===== src/rtl/mem_port_arbiter_pkg.sv =====
// Shared definitions for the RAM port-B arbiter: default widths, owner
// encoding, FSM state encoding and the read-return tag carried alongside
// each issued command.
package mem_port_arbiter_pkg;

  localparam int DEF_AW = 14;
  localparam int DEF_DW = 18;
  localparam int DEF_CW = 16;

  // Owner encoding shown on the owner output.
  localparam logic [1:0] OWN_NONE = 2'd0;
  localparam logic [1:0] OWN_M0   = 2'd1;
  localparam logic [1:0] OWN_M1   = 2'd2;

  // Arbiter FSM states; the lock states exist only with ARB_LOCK_EN.
  typedef enum logic [1:0] {
    ST_ARB   = 2'd0,
    ST_LOCK0 = 2'd1,
    ST_LOCK1 = 2'd2
  } arb_state_e;

  // Read-return tag: valid marks a read in flight, id names the issuer.
  typedef struct packed {
    logic valid;
    logic id;
  } rd_tag_t;

  // Build the tag for a command; writes never return data.
  function automatic rd_tag_t make_tag(input logic issued, input logic we,
                                       input logic id);
    rd_tag_t t;
    t.valid = issued & ~we;
    t.id    = id;
    return t;
  endfunction

endpackage


===== src/rtl/mem_port_arbiter_rr_pick2.sv =====
// Combinational two-way round-robin picker. On a tie the port that did not
// win last time is chosen; a lone request always wins.
module rr_pick2 (
  input  logic req0_i,
  input  logic req1_i,
  input  logic last_winner_i,  // 0 = port 0 won last tie, 1 = port 1
  output logic grant0_o,
  output logic grant1_o
);

  // Grant port 0 when alone, or on a tie when port 1 won last.
  assign grant0_o = req0_i & (~req1_i | last_winner_i);
  // Grant port 1 when alone, or on a tie when port 0 won last.
  assign grant1_o = req1_i & (~req0_i | ~last_winner_i);

endmodule


===== src/rtl/mem_port_arbiter.sv =====
// Round-robin arbiter sharing RAM port B between the CPU controller (m0)
// and an auxiliary engine (m1). Requests sampled at a rising edge are
// registered onto mem_* with a one-cycle gnt pulse; read data returns one
// cycle later with rvalid steered by a pipelined issuer tag.
// Optional feature: define ARB_LOCK_EN to add m0_lock/m1_lock, which let a
// granted port hold the RAM exclusively for read-modify-write sequences.
module mem_port_arbiter
  import mem_port_arbiter_pkg::*;
#(
  parameter int AW = DEF_AW,
  parameter int DW = DEF_DW,
  parameter int CW = DEF_CW
) (
  input  logic          CLK,
  input  logic          CLR,
  input  logic          m0_req,
  input  logic          m0_we,
  input  logic [AW-1:0] m0_addr,
  input  logic [DW-1:0] m0_wdata,
`ifdef ARB_LOCK_EN
  input  logic          m0_lock,
`endif
  output logic          m0_gnt,
  output logic          m0_rvalid,
  output logic [DW-1:0] m0_rdata,
  input  logic          m1_req,
  input  logic          m1_we,
  input  logic [AW-1:0] m1_addr,
  input  logic [DW-1:0] m1_wdata,
`ifdef ARB_LOCK_EN
  input  logic          m1_lock,
`endif
  output logic          m1_gnt,
  output logic          m1_rvalid,
  output logic [DW-1:0] m1_rdata,
  output logic          mem_we,
  output logic [AW-1:0] mem_addr,
  output logic [DW-1:0] mem_wdata,
  input  logic [DW-1:0] mem_rdata,
  output logic [1:0]    owner,
  output logic [CW-1:0] conflict_cnt
);

  // Command stage registers (the value on mem_* this cycle).
  logic          gnt0_q, gnt0_d;
  logic          gnt1_q, gnt1_d;
  logic          we_q, we_d;
  logic [AW-1:0] addr_q, addr_d;
  logic [DW-1:0] wdata_q, wdata_d;
  logic [1:0]    owner_q, owner_d;
  rd_tag_t       tag_q, tag_d;

  // Read-return stage: tag aligned with mem_rdata.
  rd_tag_t       rtag_q;

  // Arbitration history and statistics.
  logic          last_q, last_d;     // 0 = m0 won last tie, 1 = m1
  logic [CW-1:0] cnt_q, cnt_d;
  logic          conflict;

  logic          pick0, pick1;

  rr_pick2 u_pick (
    .req0_i        (m0_req),
    .req1_i        (m1_req),
    .last_winner_i (last_q),
    .grant0_o      (pick0),
    .grant1_o      (pick1)
  );

`ifdef ARB_LOCK_EN
  arb_state_e state_q, state_d;
  logic       lock0_act, lock1_act;

  // FSM state register; reset always returns to plain arbitration.
  always_ff @(posedge CLK) begin
    if (!CLR) state_q <= ST_ARB;
    else      state_q <= state_d;
  end
`endif

  // Next-state and grant decision: round-robin, or exclusive while locked.
  always_comb begin
    // NOTE: every output of a combinational block gets a default first, so
    // no path leaves a value unassigned and no latch is inferred.
    gnt0_d   = 1'b0;
    gnt1_d   = 1'b0;
    conflict = 1'b0;
    last_d   = last_q;
`ifdef ARB_LOCK_EN
    // A lock is taken by a port asserting lock in its gnt cycle and kept
    // while it holds lock; it drops at the first edge lock is seen low.
    lock0_act = m0_lock & ((state_q == ST_LOCK0) | ((state_q == ST_ARB) & gnt0_q));
    lock1_act = m1_lock & ((state_q == ST_LOCK1) | ((state_q == ST_ARB) & gnt1_q));
    state_d   = ST_ARB;
    if (lock0_act) begin
      state_d  = ST_LOCK0;
      gnt0_d   = m0_req;
      conflict = m1_req;  // m1 stalls; every stalled cycle is counted
    end else if (lock1_act) begin
      state_d  = ST_LOCK1;
      gnt1_d   = m1_req;
      conflict = m0_req;
    end else begin
`endif
      gnt0_d   = pick0;
      gnt1_d   = pick1;
      conflict = m0_req & m1_req;
      // History only moves on a tie; a lone request leaves it alone.
      if (conflict) last_d = pick1;
`ifdef ARB_LOCK_EN
    end
`endif
  end

  // Command mux: load the winner, otherwise hold address/data with we low.
  always_comb begin
    we_d    = 1'b0;
    addr_d  = addr_q;
    wdata_d = wdata_q;
    owner_d = OWN_NONE;
    tag_d   = make_tag(1'b0, 1'b0, 1'b0);
    if (gnt0_d) begin
      we_d    = m0_we;
      addr_d  = m0_addr;
      wdata_d = m0_wdata;
      owner_d = OWN_M0;
      tag_d   = make_tag(1'b1, m0_we, 1'b0);
    end else if (gnt1_d) begin
      we_d    = m1_we;
      addr_d  = m1_addr;
      wdata_d = m1_wdata;
      owner_d = OWN_M1;
      tag_d   = make_tag(1'b1, m1_we, 1'b1);
    end
    // Saturating counter: sticks at all-ones instead of wrapping.
    cnt_d = (conflict && (cnt_q != '1)) ? cnt_q + CW'(1) : cnt_q;
  end

  // Command, tag pipeline and statistics registers with synchronous reset.
  always_ff @(posedge CLK) begin
    // NOTE: state is updated with non-blocking assignments so every register
    // samples pre-edge values regardless of statement order.
    if (!CLR) begin
      gnt0_q  <= 1'b0;
      gnt1_q  <= 1'b0;
      we_q    <= 1'b0;
      addr_q  <= '0;
      wdata_q <= '0;
      owner_q <= OWN_NONE;
      tag_q   <= '0;
      rtag_q  <= '0;     // discards any read in flight
      last_q  <= 1'b1;   // m0 wins the first tie
      cnt_q   <= '0;
    end else begin
      gnt0_q  <= gnt0_d;
      gnt1_q  <= gnt1_d;
      we_q    <= we_d;
      addr_q  <= addr_d;
      wdata_q <= wdata_d;
      owner_q <= owner_d;
      tag_q   <= tag_d;
      rtag_q  <= tag_q;
      last_q  <= last_d;
      cnt_q   <= cnt_d;
    end
  end

  assign m0_gnt       = gnt0_q;
  assign m1_gnt       = gnt1_q;
  assign mem_we       = we_q;
  assign mem_addr     = addr_q;
  assign mem_wdata    = wdata_q;
  assign owner        = owner_q;
  assign conflict_cnt = cnt_q;

  // Read data is steered by the returning tag and zero when not valid.
  assign m0_rvalid = rtag_q.valid & ~rtag_q.id;
  assign m1_rvalid = rtag_q.valid &  rtag_q.id;
  assign m0_rdata  = {DW{m0_rvalid}} & mem_rdata;
  assign m1_rdata  = {DW{m1_rvalid}} & mem_rdata;

endmodule


===== config.mk =====
export PLATFORM = sky130hd
export DESIGN_NAME = mem_port_arbiter
export DESIGN_NICKNAME = d
export VERILOG_FILES = /design/src/rtl/mem_port_arbiter_pkg.sv /design/src/rtl/mem_port_arbiter_rr_pick2.sv /design/src/rtl/mem_port_arbiter.sv
export SDC_FILE = /design/constraint.sdc
export NUM_CORES = 1
export LEC_CHECK = 0
export ABC_AREA = 1
export CAP_MARGIN = 20
export CORE_MARGIN = 1
export CORE_UTILIZATION = 40
export CTS_BUF_LIST = sky130_fd_sc_hd__clkbuf_8
export CTS_CLUSTER_DIAMETER = 200
export DETAILED_ROUTE_END_ITERATION = 8
export PLACE_DENSITY = 0.88
export RECOVER_POWER = 50
export REMOVE_ABC_BUFFERS = 1
export SYNTH_ARGS = -nofsm -noshare
export SYNTH_HDL_FRONTEND = slang
export SYNTH_SLANG_ARGS = --single-unit

===== constraint.sdc =====
create_clock -name CLK -period 2.2 [get_ports CLK]
set_input_delay 0.33 -clock CLK [delete_from_list [all_inputs] [get_ports CLK]]
set_output_delay 0.33 -clock CLK [all_outputs]
set_load 0.02 [all_outputs]

**Yosys cells after proc, flatten, opt, wreduce, memory -nomap -nowiden**

Cells that the tools add are included.

- Equal/unequal tests: 1
- Bitwise logic cells: 16
- Reduce and logical (&&, ||, !) cells: 3
- $add $sub $neg: 1
- Muxes and demuxes: 10

Operators with widths:

| kind | number |
|---|---|
| bitwise AND 18 bit | 2 |
| two-way mux 18 bit | 2 |
| two-way mux 14 bit | 2 |
| adder 16 x 1 -> 16 bit (second input constant) | 1 |
| != test 16 bit (second input constant) | 1 |
| inverter 1 bit | 7 |
| two-way mux 2 bit | 3 |
| bitwise AND 1 bit | 5 |
| two-way mux 1 bit | 3 |
| OR 1 bit | 2 |
| nonzero test 2 bit | 1 |
| OR reduction 2 bit | 1 |
| logical AND 1 bit | 1 |

- Output and inout bits: 91
- Word-level logic and storage cells: 44
- Bits in registers: 58
- Bits of input ports: 88

**Longest topological paths before layout**

- Word-level depth: 5
- Depth in mapped cells: 10
- Depth with buffers taken out: 9

**By module**

A second synthesis with hierarchy kept.

- Cells, all modules: 479
- Area, all modules: 2940.3 sq um

By module, submodules not included:

| module | area an instance (sq um) | cells each | instances | sequential area each (sq um) |
|---|---|---|---|---|
| mem_port_arbiter | 2912.8 | 475 | 1 | 1121.1 |
| rr_pick2 | 27.5 | 4 | 1 | 0.0 |

**Worst setup path after synthesis**

No wires, ideal clock.

- Path kind: register to output
- Start point: reg rtag_q[1] (netlist name)
- End point: out m0_rdata[10]
- Path slack: 0.373 ns
- Arrival time: 1.497 ns
- Required time: 1.870 ns
- Path buffers: 1
- Stages on the path, launching flop included: 6
- Path through: dfxtp_1 > inv_1 > nor2_1 > clkinv_1 > clkbuf_1 > nor2_1

- Word-level cells in the longest chain between the ends: 2

Ends and longest elaborated chain:

| what | line | text |
|---|---|---|
| from (decl) | mem_port_arbiter.sv:54 | `rd_tag_t rtag_q;` |
| from (signal assigned) | mem_port_arbiter.sv:163 | `rtag_q <= tag_q;` |
| bitwise AND 1 bit | mem_port_arbiter.sv:178 | `assign m0_rvalid = rtag_q.valid & ~rtag_q.id;` |
| via m0_rvalid | mem_port_arbiter.sv:24 | `output logic m0_rvalid,` |
| bitwise AND 18 bit | mem_port_arbiter.sv:180 | `assign m0_rdata = {DW{m0_rvalid}} & mem_rdata;` |
| to (decl) | mem_port_arbiter.sv:25 | `output logic [DW-1:0] m0_rdata,` |

The timed path passes the listed nets, and every way through them passes these cells.

**Worst setup path in the final report**

- Start point: reg rtag_q[1] (netlist name)
- End point: out m1_rdata[5]

- Word-level cells in the longest chain between the ends: 2

Ends and longest elaborated chain:

| what | line | text |
|---|---|---|
| bitwise AND 1 bit | mem_port_arbiter.sv:179 | `assign m1_rvalid = rtag_q.valid & rtag_q.id;` |
| bitwise AND 18 bit | mem_port_arbiter.sv:181 | `assign m1_rdata = {DW{m1_rvalid}} & mem_rdata;` |
| to (decl) | mem_port_arbiter.sv:35 | `output logic [DW-1:0] m1_rdata,` |

No other way between the ends.

==> parameters.txt <==
Parameter                              Value

Placement
  Placed Instance Area ... 4551 µm²
  Number of input and output port buffers inserted ... 178
  Last weighted congestion value of the routability-driven placer ... roughly 0.86
  HPWL after detailed placement ... between 6 and 7 mm
  Placed cell count ... approximately 660
  Post-Place Worst Slack ... 246.0 ps

Layout
  Ratio of cells with drive above 1 in the final layout ... under 10%
  Area growth from synthesis to final layout ... 71.71%
  NumNets Final ... approximately 680
  Number of inserted filler cells in the final layout ... around 540
  Final instance area ... 4647 µm²
  Antenna diode instance count ... 0
  Non-Filler Instances ... about 670
  Core Util, Final ... 72.36%

Floorplanning
  Height of the chip ... roughly 84 µm
  Die area ... ~7100 µm²
  Standard cell core area ... approximately 6400 µm²
  Number of placement rows ... 29
  Initial core utilization ... about 42%
  Horizontal extent of the die ... about 84 µm
  I/O pin count ... between 150 and 200

Clocking
  Clock-pin slew of the registers on the worst-case setup and hold paths ... around 90 ps
  Clk Latency, worst-skew pair ... 300 ps
  Clock Root Buffer ... sky130_fd_sc_hd__clkbuf_8
  TritonCTS clock tree ... done
  Total CTS buffers ... 5
  Deepest level of the CTS H-tree ... 2
  Number of clock sinks seen by CTS ... 56
  Hold buffer count at cts ... 0
  Maximum buffer depth of the clock tree ... 2
  Buffers inserted during post-CTS setup optimization ... 0

Timing
  Worst slew margin ... between 40% and 50%
  Final count of hold timing violations ... 0
  Clock Skew ... 4.156 ps
  Time the final worst path needs with I/O delays and setup ... roughly 2000 ps
  Total of endpoints with negative setup slack in the final report ... 0
  Least-Margin Pin Slew ... ~800 ps
  Setup Total Neg Slack ... 0 ps
  Worst-case hold slack ... 423.6 ps
  Max-slew violation count ... 0
  Final period utilization ... approximately 92%
  Max Clk Rate ... between 400 and 500 MHz
  Setup repair after global routing missed its margin ... no
  Setup slack after layout ... approximately 170 ps

Setup path
  Setup CP Type ... reg2out
  Worst R2R Start ... conflict_cnt[0]
  CP arrival ... 1700 ps
  Number of cells traversed by the worst register-to-register path ... 9
  End of the worst register-to-register path ... conflict_cnt[9]
  Maximum fanout along the worst path ... 19
  Element type at the critical path end ... output pin
  Capture point of the critical path ... m1_rdata[5]
  Worst path required time ... ~1900 ps
  Launch point of the critical path ... rtag_q[1]
  Startpoint Class ... flop
  Worst reg-to-reg setup slack ... between 400 and 500 ps

Detailed routing
  Vias post-DR ... between 3k and 4k
  Average vias per placed instance ... between 4 and 5
  DR WL/cell ... approximately 13 µm
  Final wirelength ... around 8.5 mm
  First-pass DRT Iterations ... 6
  Violation count after the first detailed-routing iteration ... 170
  DRC violations left ... 16
  Final ANT Viol Nets ... 0

Synth
  Xor and xnor area share after synthesis ... 0%
  Mux cell area share after synthesis ... 0%
  Synthesized netlist cell count ... between 400 and 500
  Post-synthesis instance area ... 2706 µm²
  Yosys cell types ... 27
  Top-area cell type share of the netlist area ... 41.42%
  Post-synthesis cell type with the largest combined area ... sky130_fd_sc_hd__dfxtp_1
  Mean instance size in the synthesized netlist ... 6.490 µm²
  Sequential fraction of the synthesis area ... 41.42%
  Area share of fa/ha/maj cells after synthesis ... 0.4623%
  Main combinational cell family by area after synthesis ... simple AND/OR/NAND/NOR gates
  Cells taking the most area after synthesis ... sky130_fd_sc_hd__dfxtp_1, sky130_fd_sc_hd__nand2_1, sky130_fd_sc_hd__nor2_1
  Fraction of the mapped netlist area in simple logic gates ... about 37%
  Synth Area in Compound Gates ... between 10 and 15%
  Ys Warns ... 0
  Synth Register Bits ... 56

Global route
  Global Route Usage Sum ... about a quarter
  Final global-route overflow total ... 0
  Wire length of the first global-routing pass ... 13.81 mm
  Initial antenna violation count ... 0
  Maximum number of pins on one net before global-route repair ... 33
  Number of global-route vias before repair ... 3125

Worst hold path
  Class of the tightest hold or removal check ... reg2reg

Pwr
  Leakage power total ... about 2.3 nW
  Power after layout ... ~2.2 mW
  Worst voltage drop across the vdd grid ... 323.1 µV
  Power per unit of standard cell area ... around 480 nW/µm²

Status
  Violations in the final reports ... design-rule violations
  Result of the run ... finished, violations left

Job
  Max Cap Viol ... 0
-- cell usage in the layout (no fill, tap or decap), types with 2 or more instances in the layout --
cell type,synthesis,layout
sky130_fd_sc_hd__clkbuf_8,0,6
sky130_fd_sc_hd__nand3_1,15,16
sky130_fd_sc_hd__nand3b_1,2,2
sky130_fd_sc_hd__nor2_2,3,2
sky130_fd_sc_hd__nor2_1,79,81
sky130_fd_sc_hd__clkbuf_1,10,3
sky130_fd_sc_hd__nand4_1,4,4
sky130_fd_sc_hd__dlymetal6s2s_1,0,18
sky130_fd_sc_hd__a31oi_1,32,32
sky130_fd_sc_hd__inv_1,37,39
sky130_fd_sc_hd__clkdlybuf4s50_1,0,133
sky130_fd_sc_hd__a21oi_1,13,13
sky130_fd_sc_hd__clkinv_1,1,2
sky130_fd_sc_hd__inv_2,4,3
sky130_fd_sc_hd__buf_4,4,3
sky130_fd_sc_hd__nand2_1,137,136
sky130_fd_sc_hd__nand2_2,1,2
sky130_fd_sc_hd__dlygate4sd3_1,0,27
sky130_fd_sc_hd__o21ai_0,2,3
sky130_fd_sc_hd__dfxtp_1,56,56
-- logic make-up (layout without fill, tap and decap cells) --
family                   after synthesis  count (layout)
AND/OR/NAND/NOR                      246             246
flip-flops                            56              56
buffers and inverters                 64             236
adder cells (fa/ha/maj)                1               1
AO/OA/AOI/OAI                         50              50
-- power by group --
| group | switching (mW) | total [mW] | internal [mW] | leakage, nW |
|---|---|---|---|---|
| registers | 0.0315 | 1.10 | 1.07 | 0.460 |
| logic | 0.256 | 0.540 | 0.285 | 1.75 |
| clock network | 0.320 | 0.569 | 0.249 | 0.0538 |
-- how the worst min path moves through the flow --
stage	from	endpoint	slack, ps	cells past startpoint
2_1_floorplan	tag_q[1]	rtag_q[1]	390	2
3_3_place_gp	tag_q[1]	rtag_q[1]	400	2
3_5_place_dp	tag_q[1]	rtag_q[1]	400	2
4_1_cts	tag_q[1]	rtag_q[1]	420	2
5_1_grt	tag_q[1]	rtag_q[1]	470	2
6_report	tag_q[1]	rtag_q[1]	420	2
-- sequential cells by signal, summed over array words and instances (netlist names) --
| signal | cells |
|---|---|
| mem_addr | 14 |
| m1_gnt | 1 |
| mem_wdata | 18 |
| last_q | 1 |
| conflict_cnt | 16 |
| tag_q | 1 |
| m0_gnt | 1 |
| owner | 1 |
| mem_we | 1 |
| rtag_q | 2 |
-- timing repair --
| item | 4_1_cts | 5_1_grt |
|---|---|---|
| pin swaps | 0 | 0 |
| endpoints found under the setup margin | 1 | 18 |
| gates resized for setup | 1 | 18 |
-- area by class of cell --
class / count / area, µm² / share of cell area (%)
clock buffer: 6 / 82.58 / 1.777
clock inverter: 2 / 7.507 / 0.1616
tap: 77 / 96.34 / 2.073
multi-input combinational: 297 / 1296 / 27.89
timing repair buffer: 186 / 1886 / 40.58
sequential: 56 / 1121 / 24.13
inverter: 42 / 157.7 / 3.393
-- synthesized netlist by cell type (all sizes together) --
master  instances
clkbuf         10
nand3b          2
a31oi          32
clkinv          1
o32ai           1
nand4           4
a21oi          13
dfxtp          56
inv            41
ha              1
nor3            1
a22o            1
nand3          17
o21ai           3
buf            12
nor2           83
nand2         139
-- worst max-delay path, stage by stage, from the launching register on --
cell,delay [ps]
sky130_fd_sc_hd__dfxtp_1,360
sky130_fd_sc_hd__nand2_2,220
sky130_fd_sc_hd__nor2_1,170
sky130_fd_sc_hd__clkdlybuf4s50_1,650
-- metal layers --
| metal | track usage (%) | part of all wire (%) |
|---|---|---|
| met5 | 0 | 0 |
| met4 | 7.053 | 1.9 |
| met3 | 7.473 | 8.9 |
| met2 | 45.90 | 51 |
| met1 | 24.51 | 38 |
Power figures use the tool's default switching activity.
